**src/rtl/two_power_mod.sv**
```systemverilog
// two_power_mod: iterative 2^power mod modulus (R^2 mod N pre-factor); optional checks via TWO_POWER_MOD_ASSERT_EN
module two_power_mod #(
    parameter int MOD_WIDTH = 256,
    parameter int INT_WIDTH = 32
) (
    input  logic                           clk,
    input  logic                           rst,
    input  logic                           i_valid,
    output logic                           i_ready,
    input  logic [INT_WIDTH+MOD_WIDTH-1:0] i_in,
    output logic                           o_valid,
    input  logic                           o_ready,
    output logic [MOD_WIDTH-1:0]           o_out
);
    typedef enum logic [1:0] {IDLE, CALC, DONE} stateType;
    stateType state;
    logic [MOD_WIDTH:0] r, dbl, red;
    logic [MOD_WIDTH-1:0] modReg, inMod;
    logic [INT_WIDTH-1:0] cnt, inPow;
    assign inPow = i_in[INT_WIDTH+MOD_WIDTH-1 -: INT_WIDTH];
    assign inMod = i_in[MOD_WIDTH-1:0];
    assign dbl = r << 1;
    assign red = (dbl >= {1'b0, modReg}) ? dbl - {1'b0, modReg} : dbl;
    assign i_ready = state == IDLE;
    assign o_valid = state == DONE;
    assign o_out = o_valid ? r[MOD_WIDTH-1:0] : '0;
    // accept a request, do one modular doubling per CALC cycle, hold the result until taken
    always_ff @(posedge clk or posedge rst) begin
        if (rst) begin
            state <= IDLE;
            r <= '0;
            cnt <= '0;
            modReg <= '0;
        end else begin
            case (state)
                IDLE: if (i_valid) begin
                    modReg <= inMod;
                    r <= (MOD_WIDTH+1)'(inMod > MOD_WIDTH'(1));
                    cnt <= inPow;
                    state <= (inPow == '0) ? DONE : CALC;
                end
                CALC: begin
                    r <= red;
                    cnt <= cnt - 1'b1;
                    if (cnt == INT_WIDTH'(1)) state <= DONE;
                end
                DONE: if (o_ready) state <= IDLE;
                default: state <= IDLE;
            endcase
        end
    end
`ifdef TWO_POWER_MOD_ASSERT_EN
    logic pIValid, pIReady, pOValid, pOReady;
    logic [INT_WIDTH+MOD_WIDTH-1:0] pIn;
    logic [MOD_WIDTH-1:0] pOut;
    // handshake protocol checks against the previous cycle's view of the ports
    always_ff @(posedge clk or posedge rst) begin
        if (rst) begin
            {pIValid, pIReady, pOValid, pOReady} <= '0;
            pIn <= '0;
            pOut <= '0;
        end else begin
            if (pIValid && !pIReady && i_in != pIn) $error("i_in_stable");
            if (pIValid && !pIReady && !i_valid) $error("i_valid_hold");
            if (pOValid && !pOReady && o_out != pOut) $error("o_out_stable");
            if ($isunknown({o_valid, i_ready})) $error("no_unknown");
            {pIValid, pIReady, pOValid, pOReady} <= {i_valid, i_ready, o_valid, o_ready};
            pIn <= i_in;
            pOut <= o_out;
        end
    end
`endif
endmodule

```
**config.mk**
```make
export PLATFORM = sky130hd
export DESIGN_NAME = two_power_mod
export DESIGN_NICKNAME = d
export VERILOG_FILES = /design/src/rtl/two_power_mod.sv
export SDC_FILE = /design/constraint.sdc
export NUM_CORES = 2
export LEC_CHECK = 0
export ABC_CLOCK_PERIOD_IN_PS = 22900
export BUFFER_PORTS_ARGS = -buffer_cell sky130_fd_sc_hd__buf_2
export CORE_MARGIN = 10
export CORE_UTILIZATION = 59
export CTS_BUF_LIST = sky130_fd_sc_hd__clkbuf_4 sky130_fd_sc_hd__clkbuf_8 sky130_fd_sc_hd__clkbuf_16
export DETAILED_ROUTE_END_ITERATION = 10
export HOLD_SLACK_MARGIN = 0.06
export PLACE_DENSITY = 0.8
export REMOVE_ABC_BUFFERS = 1
export SETUP_SLACK_MARGIN = 0.3
export SLEW_MARGIN = 20
export SYNTH_ARGS = -nofsm -noshare
export SYNTH_HDL_FRONTEND = slang
export SYNTH_SLANG_ARGS = --single-unit
```
**constraint.sdc**
```tcl
create_clock -name clk -period 22.9 [get_ports clk]
set_input_delay 1.145 -clock clk [delete_from_list [all_inputs] [get_ports clk]]
set_output_delay 1.145 -clock clk [all_outputs]
set_load 0.1 [all_outputs]
```
# Word-level counts from Yosys, hierarchy flattened
# Cells that the tools add are included.
# word_totals
regBits	546
latchBits	0
mem_bits_rw	0
rom_bits	0
output_inout_bits	258
wordCells	31
mem_count	0
# classes
n_addsub	2
mul	0
div	0
order_cmp	2
n_eq_ne	6
n_shift	0
n_mux	11
bitwise_logic	0
reduce_logical	6
# op_table
operator	count
2-to-1 mux 256 bit	3
case mux 256 bit (2 select lines)	1
>= comparator 257 x 256 -> 1 bit	1
> comparator 256 x 1 -> 1 bit, second input constant	1
subtractor 256 bit	1
case mux 32 bit (2 select lines)	1
equality test 32 x 1 -> 1 bit, second input constant	1
logical NOT 32 bit	1
2-to-1 mux 32 bit	1
subtractor 32 x 1 -> 32 bit, second input constant	1
2-to-1 mux 2 bit	4
case mux 2 bit (3 select lines)	1
inequality test 2 bit, second input constant	2
AND reduction 2 bit	2
AND reduction 3 bit	1
equality test 2 x 1 -> 1 bit, second input constant	1
equality test 2 bit, second input constant	1
logical NOT 2 bit	1
inequality test 2 x 1 -> 1 bit, second input constant	1
nonzero test 2 bit	1

# Longest topological paths before layout
# depth
word_depth	4
ltp_mapped	21
ltp_nobuf	17

# Worst setup path after synthesis
# No wires, ideal clock.
# synth_timing
kind	register -> output
start	register state[0]
end	output o_out[0]
arrival_time_ns	2.878
required_time_ns	21.755
path_slack_ns	18.877
stages_incl_launch_ff	4
path_buffers	2
cell_sequence	dfrtp_1 clkbuf_1 buf_1 nor3_1
# synth_via
elab_chain_len	2
# synth_rtl
item	line	text
from (decl)	16	stateType state;
from (signal assigned)	40	state <= (inPow == '0) ? DONE : CALC;
equality test 2 bit	25	assign o_valid = state == DONE;
2-to-1 mux 256 bit	26	assign o_out = o_valid ? r[MOD_WIDTH-1:0] : '0;
to (decl)	13	output logic [MOD_WIDTH-1:0] o_out
# No other way between the ends.

# Final worst setup path
# layout_timing
start	register modReg[95]
end	register r[169]
# layout_via
elab_chain_len	3
elab_cells_between_ends	4
classes_between	add/sub: 1; order compare: 1; mux: 2
# layout_rtl
item	line	text
from (decl)	18	logic [MOD_WIDTH-1:0] modReg, inMod;
from (signal assigned)	37	modReg <= inMod;
subtractor 256 bit or >= comparator 257 x 256 -> 1 bit (tied branches)	23	assign red = (dbl >= {1'b0, modReg}) ? dbl - {1'b0, modReg} : dbl;
2-to-1 mux 256 bit *	23	
case mux 256 bit (2 select lines) *	35	case (state)
to (signal assigned)	38	r <= (MOD_WIDTH+1)'(inMod > MOD_WIDTH'(1));
to (signal assigned)	43	r <= red;
to (decl)	17	logic [MOD_WIDTH:0] r, dbl, red;
# Mark *: on every way between the ends. The rest lies on a longest branch, timed or not.
# A chain may end at the register's enable or synchronous reset.

==> impl_metrics.json <==
{
  "outcome": "completed",
  "coreArea_mm2": 0.0743,
  "routabilityCongestion": 1.15,
  "htree_levels": 3,
  "worstPathMaxFanout": 92,
  "layout-drive-gt1-share_pct": 12.2,
  "powerDensity_mw_per_mm2": 44.7,
  "die_w_um": 293,
  "grt_pass1_vias": 47674,
  "drc": 0,
  "synth_area_mm2": 0.0441,
  "share_seq_of_total_power_pct": 44.5,
  "min_period_over_period_pct": 29.1,
  "fin_setup_tns_ns": 0,
  "vdd_drop_max_v": 0.0000796,
  "combinationalPowerShare_pct": 3.9,
  "num_rows": 100,
  "worstSkewPairLatency_ns": 0.64,
  "io_buffers": 549,
  "cts_tree": "done",
  "crit_type": "flop to flop",
  "cts-resized-gates": 0,
  "finalNonFillerCells": 7348,
  "required_ns": 23.45,
  "grt_pass1_wl_mm": 303,
  "power.leakage_nw": 23.9,
  "drt-total-wl_mm": 208,
  "start_kind": "flop",
  "grt-ovfl-total": 0,
  "finalCriticalPeriod_ns": 6.66,
  "syn_avg_cell_area_um2": 7.37,
  "grt_usage_pct": 45.9,
  "viasPerCell": 6.93,
  "dpl.hpwl_mm": 162,
  "dieArea_mm2": 0.0861,
  "clkTransAtPathRegs_ns": 0.06,
  "ys_ff_latch": 546,
  "grt_start_max_net_pins": 184,
  "yosysUniqueCellTypes": 88,
  "async_reset_ff_share_pct": 100,
  "use_met3_pct": 13.4,
  "maxCapViolations": 0,
  "hold_viol": 0,
  "worstSetupEndpointType": "flop",
  "cts_buffers": 66,
  "clock-skew-final_ns": 0.0318,
  "synth_edf_count": 0,
  "switchingPower_mw": 0.542,
  "cts-root-buf": "clkbuf_16",
  "busiest_layer": "met2",
  "ios": 550,
  "arrival_ns": 7.21,
  "start_util_pct": 59.3,
  "yosysSeqAreaShare_pct": 31.0,
  "max_freq_mhz": 150,
  "synthCells": 5981,
  "cts.path.max_buffers": 3,
  "slew_headroom_pct": 16.4,
  "yosys_most_used_dff": "dfrtp_1",
  "cell_internal_pwr_mw": 1.67,
  "dr.pass1.iters": 9,
  "place_inst": 7222,
  "worstHoldStart": "cnt[22]",
  "use_met2_pct": 67.3,
  "grt_util_met1_pct": 59.0,
  "crit_path_start": "modReg[95]",
  "grt_antenna_before_repair": 18,
  "antenna_left": 0,
  "hold_class": "flop to flop",
  "worstMarginPinSlew_ns": 1.24,
  "yosysWarningCount": 0,
  "wl_per_cell_um": 28.3,
  "drtIter0Drc": 7808,
  "grt_setup_unrepaired": "false",
  "cts.sinks": 546,
  "swShare_pct": 24.6,
  "ctsHoldBuffers": 0,
  "crit-reg2reg-launch": "modReg[95]",
  "slew_violations": 0,
  "power.share.clock_pct": 51.6,
  "die_h_um": 293,
  "setup_viol": 0,
  "dr_total_vias": 50920,
  "post_cts_buffers": 0,
  "syn2layout_area_growth_pct": 12.1,
  "finalNetCount": 6872
}
==> layout by cell type, fill, tap and decap left out, types with 70 or more instances in the layout <==
cell	netlist	layout
a21o_1	92	92
a21oi_1	682	682
and2_1	265	264
buf_2	21	549
dfrtp_1	546	546
ha_1	258	258
inv_1	352	351
nand2_1	858	857
nand3_1	70	70
nand4_1	160	160
nor2_1	494	492
nor3_1	105	104
nor4_1	107	102
o21ai_0	759	758
o21bai_1	84	84
xnor2_1	143	143
xor2_1	97	97
==> through the flow <==
stage                     power (mW)  area, um^2  hold WS (ns)  util, %  worst slack, ns
final                           2.21       49400         0.513     66.5            16.24
after global routing            2.24       49400         0.557     66.5            16.13
after CTS                       2.20       49400         0.515     66.4            16.55
after detailed placement        1.08       47100         0.503     63.4            16.57
after global placement          1.08       47100         0.462     63.4            16.75
after floorplan                 1.03       42700         0.443        -             6.02
==> critical path: stages, from the launching register on <==
cell and delay, ns:
dfrtp_1 0.38, inv_1 0.25, ha_1 0.37, nand2_1 0.20, o21ai_0 0.25, a21oi_1 0.52
o21ai_0 0.28, a21oi_1 0.51, o21ai_0 0.29, o211ai_2 0.14, o211ai_2 0.19, a21oi_2 0.25
o211a_4 0.58, buf_4 0.83, and2_2 0.27, buf_4 0.72, a22oi_1 0.27, o21ai_0 0.15
==> synthesized netlist by cell type, types with 14 or more instances <==
library cell,instances,area share (%)
and2_1,265,3.8
and4_1,14,0.28
o21a_1,39,0.66
buf_4,36,0.61
nand4_1,160,2.3
o21ai_1,69,0.78
a21o_1,92,1.6
o22ai_1,14,0.20
a211oi_1,23,0.39
nor4_1,107,1.5
xnor2_1,143,2.8
o31ai_1,29,0.49
a22oi_1,45,0.77
nand3_1,70,0.79
nand2_1,858,7.3
a31oi_1,24,0.34
clkbuf_1,250,2.1
ha_1,258,7.3
a32oi_1,18,0.36
nor3_1,105,1.2
o211ai_1,15,0.26
buf_2,21,0.24
or3_1,25,0.35
mux2i_1,19,0.43
a21oi_1,682,7.7
dfrtp_1,546,31
nor2_1,494,4.2
nand2b_1,16,0.23
xor2_1,97,1.9
o21ai_0,759,8.6
inv_1,352,3.0
o21bai_1,84,1.4
a21boi_0,23,0.39
==> path summary, 6_finish.rpt <==
| path | end | slack, ns | depth (start not counted) |
|---|---|---|---|
| max | r[169] | 16.24 | 17 |
| min | cnt[22] | 0.51 | 2 |
| max reg2reg | r[169] | 16.24 | 17 |
| min reg2reg | cnt[22] | 0.51 | 2 |
| max in group asynchronous | modReg[132] | 18.83 | 5 |
| min in group asynchronous | modReg[13] | 0.64 | 2 |
==> registers in the layout, indices dropped and copies added (netlist names) <==
| name | flops |
|---|---|
| modReg | 256 |
| state | 2 |
| r | 256 |
| cnt | 32 |
==> routing by layer <==
| layer | up-vias | routed length [um] |
|---|---|---|
| li1 | 21807 | - |
| met1 | 24058 | 77000 |
| met2 | 4124 | 86800 |
| met3 | 913 | 28500 |
| met4 | 18 | 15200 |
| met5 | - | 115 |
==> logic make-up (layout without fill, tap and decap cells) <==
kind of cell    after synthesis  count (layout)  synth area share [%]
simple gates               2184            2184                  23.1
compound gates             2057            2057                  27.2
buf+inv                     672            1058                  6.14
flops                       546             546                  31.0
fa+ha+maj                   259             259                  7.37
xor+xnor                    240             240                  4.77
mux                          23              23                 0.533
other cells                   0              12                     0
==> power by group through the flow <==
stage | sequential (mW) | clock, mW | combinational [mW]
3_3_place_gp | 0.998 | 0 | 0.0802
4_1_cts | 0.982 | 1.13 | 0.0838
6_report | 0.982 | 1.14 | 0.0866
5_1_grt | 0.983 | 1.17 | 0.0919
2_1_floorplan | 0.998 | 0 | 0.0300
3_5_place_dp | 0.999 | 0 | 0.0825
==> cell type report <==
cell class	instances	area, um^2
Multi-Input combinational cell	4763	27800
Fill cell	6219	24900
Sequential cell	546	13700
Timing Repair Buffer	592	3100
Clock buffer	89	1930
Inverter	352	1330
Tap cell	969	1210
Clock inverter	25	327
Antenna cell	12	30.0
Power figures use the tool's default switching activity.
